## src/rtl/controlador_notas.sv

```systemverilog
// Note sequencer: walks the selected song's words in note memory, holding each note for
// duration*TICKS_PER_UNIT tempo ticks, and pulses force_prox when the song ends.
module controlador_notas #(
  parameter int IDX_BITS       = 6,
  parameter int TICKS_PER_UNIT = 4,
  parameter int NOTE_BITS      = 4
) (
  input  logic                   clk,
  input  logic                   reset,
  input  logic                   start,
  input  logic [1:0]             select,
  input  logic                   pause,
  input  logic                   tick,
  input  logic [NOTE_BITS+3:0]   mem_data,
  output logic [IDX_BITS+1:0]    mem_addr,
  output logic [NOTE_BITS-1:0]   note,
  output logic                   note_valid,
  output logic                   playing,
  output logic                   force_prox
);

  typedef enum logic [2:0] {
    S_IDLE  = 3'd0,
    S_FETCH = 3'd1,
    S_READ  = 3'd2,
    S_PLAY  = 3'd3,
    S_END   = 3'd4
  } state_t;

  localparam logic [7:0]          UNIT_RELOAD = 8'(TICKS_PER_UNIT - 1);
  localparam logic [IDX_BITS-1:0] IDX_LAST    = '1;

  state_t              state;
  logic [1:0]          song;
  logic [IDX_BITS-1:0] index;
  logic [IDX_BITS-1:0] idx_next;
  logic [3:0]          dur_cnt;
  logic [7:0]          unit_cnt;
  logic [3:0]          mem_dur;

  assign idx_next = index + IDX_BITS'(1);
  assign mem_dur  = mem_data[3:0];

  always_ff @(posedge clk) begin
    if (!reset) begin
      state    <= S_IDLE;
      song     <= 2'd0;
      index    <= '0;
      mem_addr <= '0;
      note     <= '0;
      dur_cnt  <= 4'd0;
      unit_cnt <= 8'd0;
    end else if (start) begin
      // A new song always wins, including over a pending end-of-song.
      state    <= S_FETCH;
      song     <= select;
      index    <= '0;
      mem_addr <= {select, {IDX_BITS{1'b0}}};
      note     <= '0;
      dur_cnt  <= 4'd0;
      unit_cnt <= 8'd0;
    end else begin
      case (state)
        S_IDLE: state <= S_IDLE;
        S_FETCH: state <= S_READ;
        S_READ: begin
          if (mem_dur == 4'd0) begin
            state <= S_END;
          end else begin
            note     <= mem_data[NOTE_BITS+3:4];
            dur_cnt  <= mem_dur;
            unit_cnt <= UNIT_RELOAD;
            state    <= S_PLAY;
          end
        end
        S_PLAY: begin
          if (tick && !pause) begin
            if (unit_cnt != 8'd0) begin
              unit_cnt <= unit_cnt - 8'd1;
            end else if (dur_cnt > 4'd1) begin
              dur_cnt  <= dur_cnt - 4'd1;
              unit_cnt <= UNIT_RELOAD;
            end else begin
              note    <= '0;
              dur_cnt <= 4'd0;
              // The last word of a song's space ends it rather than spilling into the next song.
              if (index == IDX_LAST) begin
                state <= S_END;
              end else begin
                index    <= idx_next;
                mem_addr <= {song, idx_next};
                state    <= S_FETCH;
              end
            end
          end
        end
        S_END: state <= S_IDLE;
        default: state <= S_IDLE;
      endcase
    end
  end

  assign note_valid = (state == S_PLAY) && !pause;
  assign playing    = (state == S_FETCH) || (state == S_READ) || (state == S_PLAY);
  assign force_prox = (state == S_END) && !start;

endmodule

```

## config.mk

```make
export PLATFORM = sky130hd
export DESIGN_NAME = controlador_notas
export DESIGN_NICKNAME = d
export VERILOG_FILES = /design/src/rtl/controlador_notas.sv
export SDC_FILE = /design/constraint.sdc
export NUM_CORES = 1
export LEC_CHECK = 0
export CORE_MARGIN = 4
export CORE_UTILIZATION = 55
export CTS_BUF_LIST = sky130_fd_sc_hd__clkbuf_8 sky130_fd_sc_hd__clkbuf_16
export CTS_CLUSTER_SIZE = 24
export DETAILED_ROUTE_END_ITERATION = 8
export PLACE_DENSITY = 0.84
export RECOVER_POWER = 100
export SLEW_MARGIN = 20
export SYNTH_ARGS = -nofsm -noshare
export SYNTH_HDL_FRONTEND = slang
export SYNTH_SLANG_ARGS = --single-unit
```

## constraint.sdc

```tcl
create_clock -name clk -period 3.14 [get_ports clk]
set_clock_uncertainty 0.05 [all_clocks]
set_input_delay 0.314 -clock clk [delete_from_list [all_inputs] [get_ports clk]]
set_output_delay 0.314 -clock clk [all_outputs]
set_load 0.03 [all_outputs]
```

## After elaboration in Yosys (flattened, before gate mapping)

Index checks and enable logic that the tools add are counted.

| word-level totals | value |
|---|---|
| output and inout bits | 15 |
| input bits | 15 |
| word-level logic and storage cells | 80 |
| register bits after elaboration | 29 |

| operators by class | value |
|---|---|
| equality and inequality tests | 16 |
| bitwise operators | 4 |
| reduce and logical (&&, ||, !) cells | 20 |
| muxes and demuxes | 28 |
| magnitude comparators | 1 |
| add/subtract/negate cells | 3 |

Operators with widths:

| cell | number |
|---|---|
| $mux 8 | 10 |
| $mux 4 | 8 |
| $pmux 4 s2 | 2 |
| $pmux 8 s2 | 1 |
| $mux 3 | 5 |
| $reduce_and 5->1 | 3 |
| $ne 2x2->1 const B | 7 |
| $ne 3x3->1 const B | 4 |
| $pmux 3 s3 | 1 |
| $reduce_and 4->1 | 2 |
| $reduce_bool 8->1 | 1 |
| $sub 8x1->8 const B | 1 |
| $add 6x1->6 const B | 1 |
| $eq 3x2->1 const B | 2 |
| $eq 6x6->1 const B | 1 |
| $reduce_and 3->1 | 2 |
| $reduce_bool 2->1 | 3 |
| $gt 4x1->1 const B | 1 |
| $logic_not 4->1 | 1 |
| $not 1->1 | 4 |
| $sub 4x1->4 const B | 1 |
| $eq 3x1->1 const B | 1 |
| $eq 3x3->1 const B | 1 |
| $logic_and 1x1->1 | 3 |
| other kinds (4) | 6 |

## Depth between registers and ports, before layout

| depth | value |
|---|---|
| depth in word-level cells | 7 |
| gate-level depth with buffers | 9 |
| gate-level depth less buffers | 8 |

## Least setup slack after synthesis

No wires, ideal clock.

| path | value |
|---|---|
| path kind | register to register |
| start point | register unit_cnt[0] |
| end point | register index[3] |
| slack | 1.282 ns |
| data required time | 2.962 ns |
| period minus slack after synthesis | 1.858 ns |
| setup time | 0.128 ns |
| path buffers | 1 |
| data arrival time | 1.680 ns |
| cell stages (with the launch flop) | 10 |
| path through | dfxtp_1 > inv_1 > ha_1 > nand2b_1 > nor4_1 > and4_1 > buf_6 > nand4_1 > xor2_1 > nor2_1 |

| between the ends | value |
|---|---|
| longest elaborated chain between the ends | 3 |

RTL lines:

| item | line | source |
|---|---|---|
| start: declaration | 38 | `logic [7:0] unit_cnt;` |
| start signal: assignment | 79 | `unit_cnt <= unit_cnt - 8'd1;` |
| $reduce_bool 8->1 | 78 | `if (unit_cnt != 8'd0) begin` |
| $not 1->1 (no line) | n/a |  |
| $reduce_and 5->1 (no line) | n/a |  |
| end signal: assignment | 90 | `index <= idx_next;` |
| end: declaration | 35 | `logic [IDX_BITS-1:0] index;` |

Every way passes these cells.
A chain may end at the register's enable or synchronous reset.

## Worst setup path after layout

Ends and elaborated chain as after synthesis.

==> flow_metrics.env <==
export IMPL_status="complete, no violations"
export IMPL_core_area_mm2=0.00273
export IMPL_cts_root_buf="clkbuf_8"
export IMPL_cp_start_kind="register"
export IMPL_vias=1535
export IMPL_fmax_mhz=408
export IMPL_cts_tree="built"
export IMPL_hold_viol=0
export IMPL_drtIter0Drc=76
export IMPL_synth_cell_type_count=45
export IMPL_dp_hpwl_mm=2.78
export IMPL_syn_area_per_cell_um2=8.35
export IMPL_antenna_found_initial=0
export IMPL_crit_arrival_ns=2.54
export IMPL_drv_cap=0
export IMPL_hold_path_depth=1
export IMPL_syn2layout_area_growth_pct=25.2
export IMPL_worst_path_max_fanout=9
export IMPL_h_tree_depth=2
export IMPL_syn_instance_count=187
export IMPL_cts_setup_buffers=0
export IMPL_worstSetupEndpointType="register"
export IMPL_path_clk_slew_ns=0.06
export IMPL_num_io_pins=30
export IMPL_dp_cells=244
export IMPL_cts_buffers_inserted=5
export IMPL_worstHoldStart="mem_addr[6]"
export IMPL_hold_class="register to register"
export IMPL_startpoint="unit_cnt[0]"
export IMPL_io_buffers=29
export IMPL_finalPower_mw=0.824
export IMPL_reg2reg_from="unit_cnt[0]"
export IMPL_critPathRequiredTime_ns=3.23
export IMPL_r2r_end="index[3]"
export IMPL_layout_commonest_cell="nor2_1"
export IMPL_synth_edf_count=0
export IMPL_ys_flop_type="dfxtp_1"
export IMPL_ys_ff_latch=29
export IMPL_rows=19
export IMPL_synth_nets=207
export IMPL_cts_buffer_depth=2
export IMPL_nNetsFinal=240
export IMPL_drive_gt1_frac=0.0679
export IMPL_syn_cell_area_mm2=0.00156
export IMPL_drc=0
export IMPL_final_cell_mix="34 x nor2_1, 29 x dfxtp_1, 16 x dlygate4sd3_1"
export IMPL_finalSetupTns_ns=0
export IMPL_wl_mm=3.91
export IMPL_p_per_area_mw_per_mm2=422
export IMPL_dieWidth_um=61.3
export IMPL_worstRegToRegCells=8
export IMPL_leakagePower_nw=0.752
export IMPL_ir_drop_mv=0.352
export IMPL_path_class="register to register"
export IMPL_rsz0062_at_grt="no"
export IMPL_gp_congestion=0.843
export IMPL_grt_pass1_wl_mm=6.42
export IMPL_finalSetupViolCount=0
export IMPL_ff2ff_setup_slack_ns=0.69
export IMPL_worst_pin_slew_ns=0.868
export IMPL_maxSlewViolCount=0
export IMPL_dr_pass1_iters=4
export IMPL_clk_latency_ns=0.28
export IMPL_clock_sinks=29
export IMPL_fp_dieH_um=61.3
export IMPL_grt_max_degree=20
export IMPL_fin_crit_ns=2.45
export IMPL_ys_warnings_count=0
export IMPL_whs_endpoint="mem_addr[6]"
export IMPL_grt_overflow=0
export IMPL_max_slew_margin_rel=0.414
export IMPL_finalCritPeriodShare=0.780
export IMPL_fillers=212
export IMPL_ant_nets=0
export IMPL_grt_total_usage=0.230
export IMPL_grt_pass1_vias=1490
export IMPL_synthArstFlopShare=0
export IMPL_post_cts_resized=0
export IMPL_wl_per_cell_um=15.5
export IMPL_final_cells=252
export IMPL_viasPerCell=6.09
export IMPL_hold_buffers=0
export IMPL_design_die_area_mm2=0.00376
export IMPL_initial_utilization=0.571
export IMPL_ys_seq_area_frac=0.372
export IMPL_diodes=0
-- worst max path at each step --
| stage | end | slack, ns | cells after the start |
|---|---|---|---|
| 2_1_floorplan | index[3] | 1.28 | 9 |
| 3_3_place_gp | unit_cnt[6] | 0.81 | 7 |
| 3_5_place_dp | unit_cnt[5] | 0.76 | 7 |
| 4_1_cts | index[3] | 0.73 | 8 |
| 5_1_grt | unit_cnt[5] | 0.54 | 6 |
| 6_report | index[3] | 0.69 | 8 |
-- cells in the mapped netlist (all sizes together), types with 5 or more instances --
library cell	count	area, µm²
nand3	8	45.0
nor3	10	65.1
a21oi	15	75.1
inv	5	18.8
nor4	5	46.3
nor2	35	139
o21ai	8	43.8
ha	5	62.6
nand2	8	30.0
dfxtp	29	581
a22oi	6	45.0
xor2	9	78.8
-- final cells by class --
class / instances / area [µm²] / share of cell area
Inverter: 5 / 18.8 / 0.00960
Multi-Input combinational cell: 148 / 910 / 0.465
Sequential cell: 29 / 581 / 0.297
Clock buffer: 7 / 96.3 / 0.0493
Tap cell: 31 / 38.8 / 0.0198
Clock inverter: 1 / 5.00 / 0.00256
Timing Repair Buffer: 31 / 305 / 0.156
-- registers in the layout (all words and copies together) (netlist names) --
name      flops
song          2
state         3
index         6
note          4
unit_cnt      8
dur_cnt       4
mem_addr      2
-- where the power goes --
part           total (mW)  internal, mW  switching, mW
sequential          0.382         0.376        0.00656
clock               0.336         0.198          0.139
combinational       0.105        0.0458         0.0596
total               0.824         0.619          0.205
-- metrics by stage --
stage	setup slack, ns	utilization	cell area [µm²]	hold WS [ns]
after global placement	0.814	0.686	1880	0.427
final	0.690	0.715	1950	0.443
after floorplan	1.28	-	1560	0.382
after global routing	0.543	0.715	1950	0.476
after detailed placement	0.759	0.686	1880	0.434
after CTS	0.733	0.724	1980	0.454
-- worst max-delay path, cell delays in order, from the launching register on --
cell and delay [ns]:
dfxtp_1 0.34, inv_1 0.10, ha_1 0.16, nand2b_1 0.10
nor4_1 0.54, and4_1 0.54, nand4_1 0.18, xor2_1 0.22
nor2_1 0.08
-- per-layer routing --
metal / wire length, µm / vias up / global-route usage
li1: - / 746 / -
met1: 1680 / 729 / 0.271
met2: 1970 / 54 / 0.388
met3: 215 / 6 / 0.0713
met4: 37 / 0 / 0.0898
met5: 0 / - / 0
-- cell families after synthesis --
| logic type | count (synthesis) | share of synthesized area |
|---|---|---|
| AND/OR/NAND/NOR | 88 | 0.309 |
| multiplexers | 4 | 0.0256 |
| XOR/XNOR | 10 | 0.0561 |
| adder cells (fa/ha/maj) | 5 | 0.0401 |
| flip-flops | 29 | 0.372 |
| AO/OA/AOI/OAI | 41 | 0.167 |
| buffers and inverters | 10 | 0.0305 |
Power figures use the tool's default switching activity.
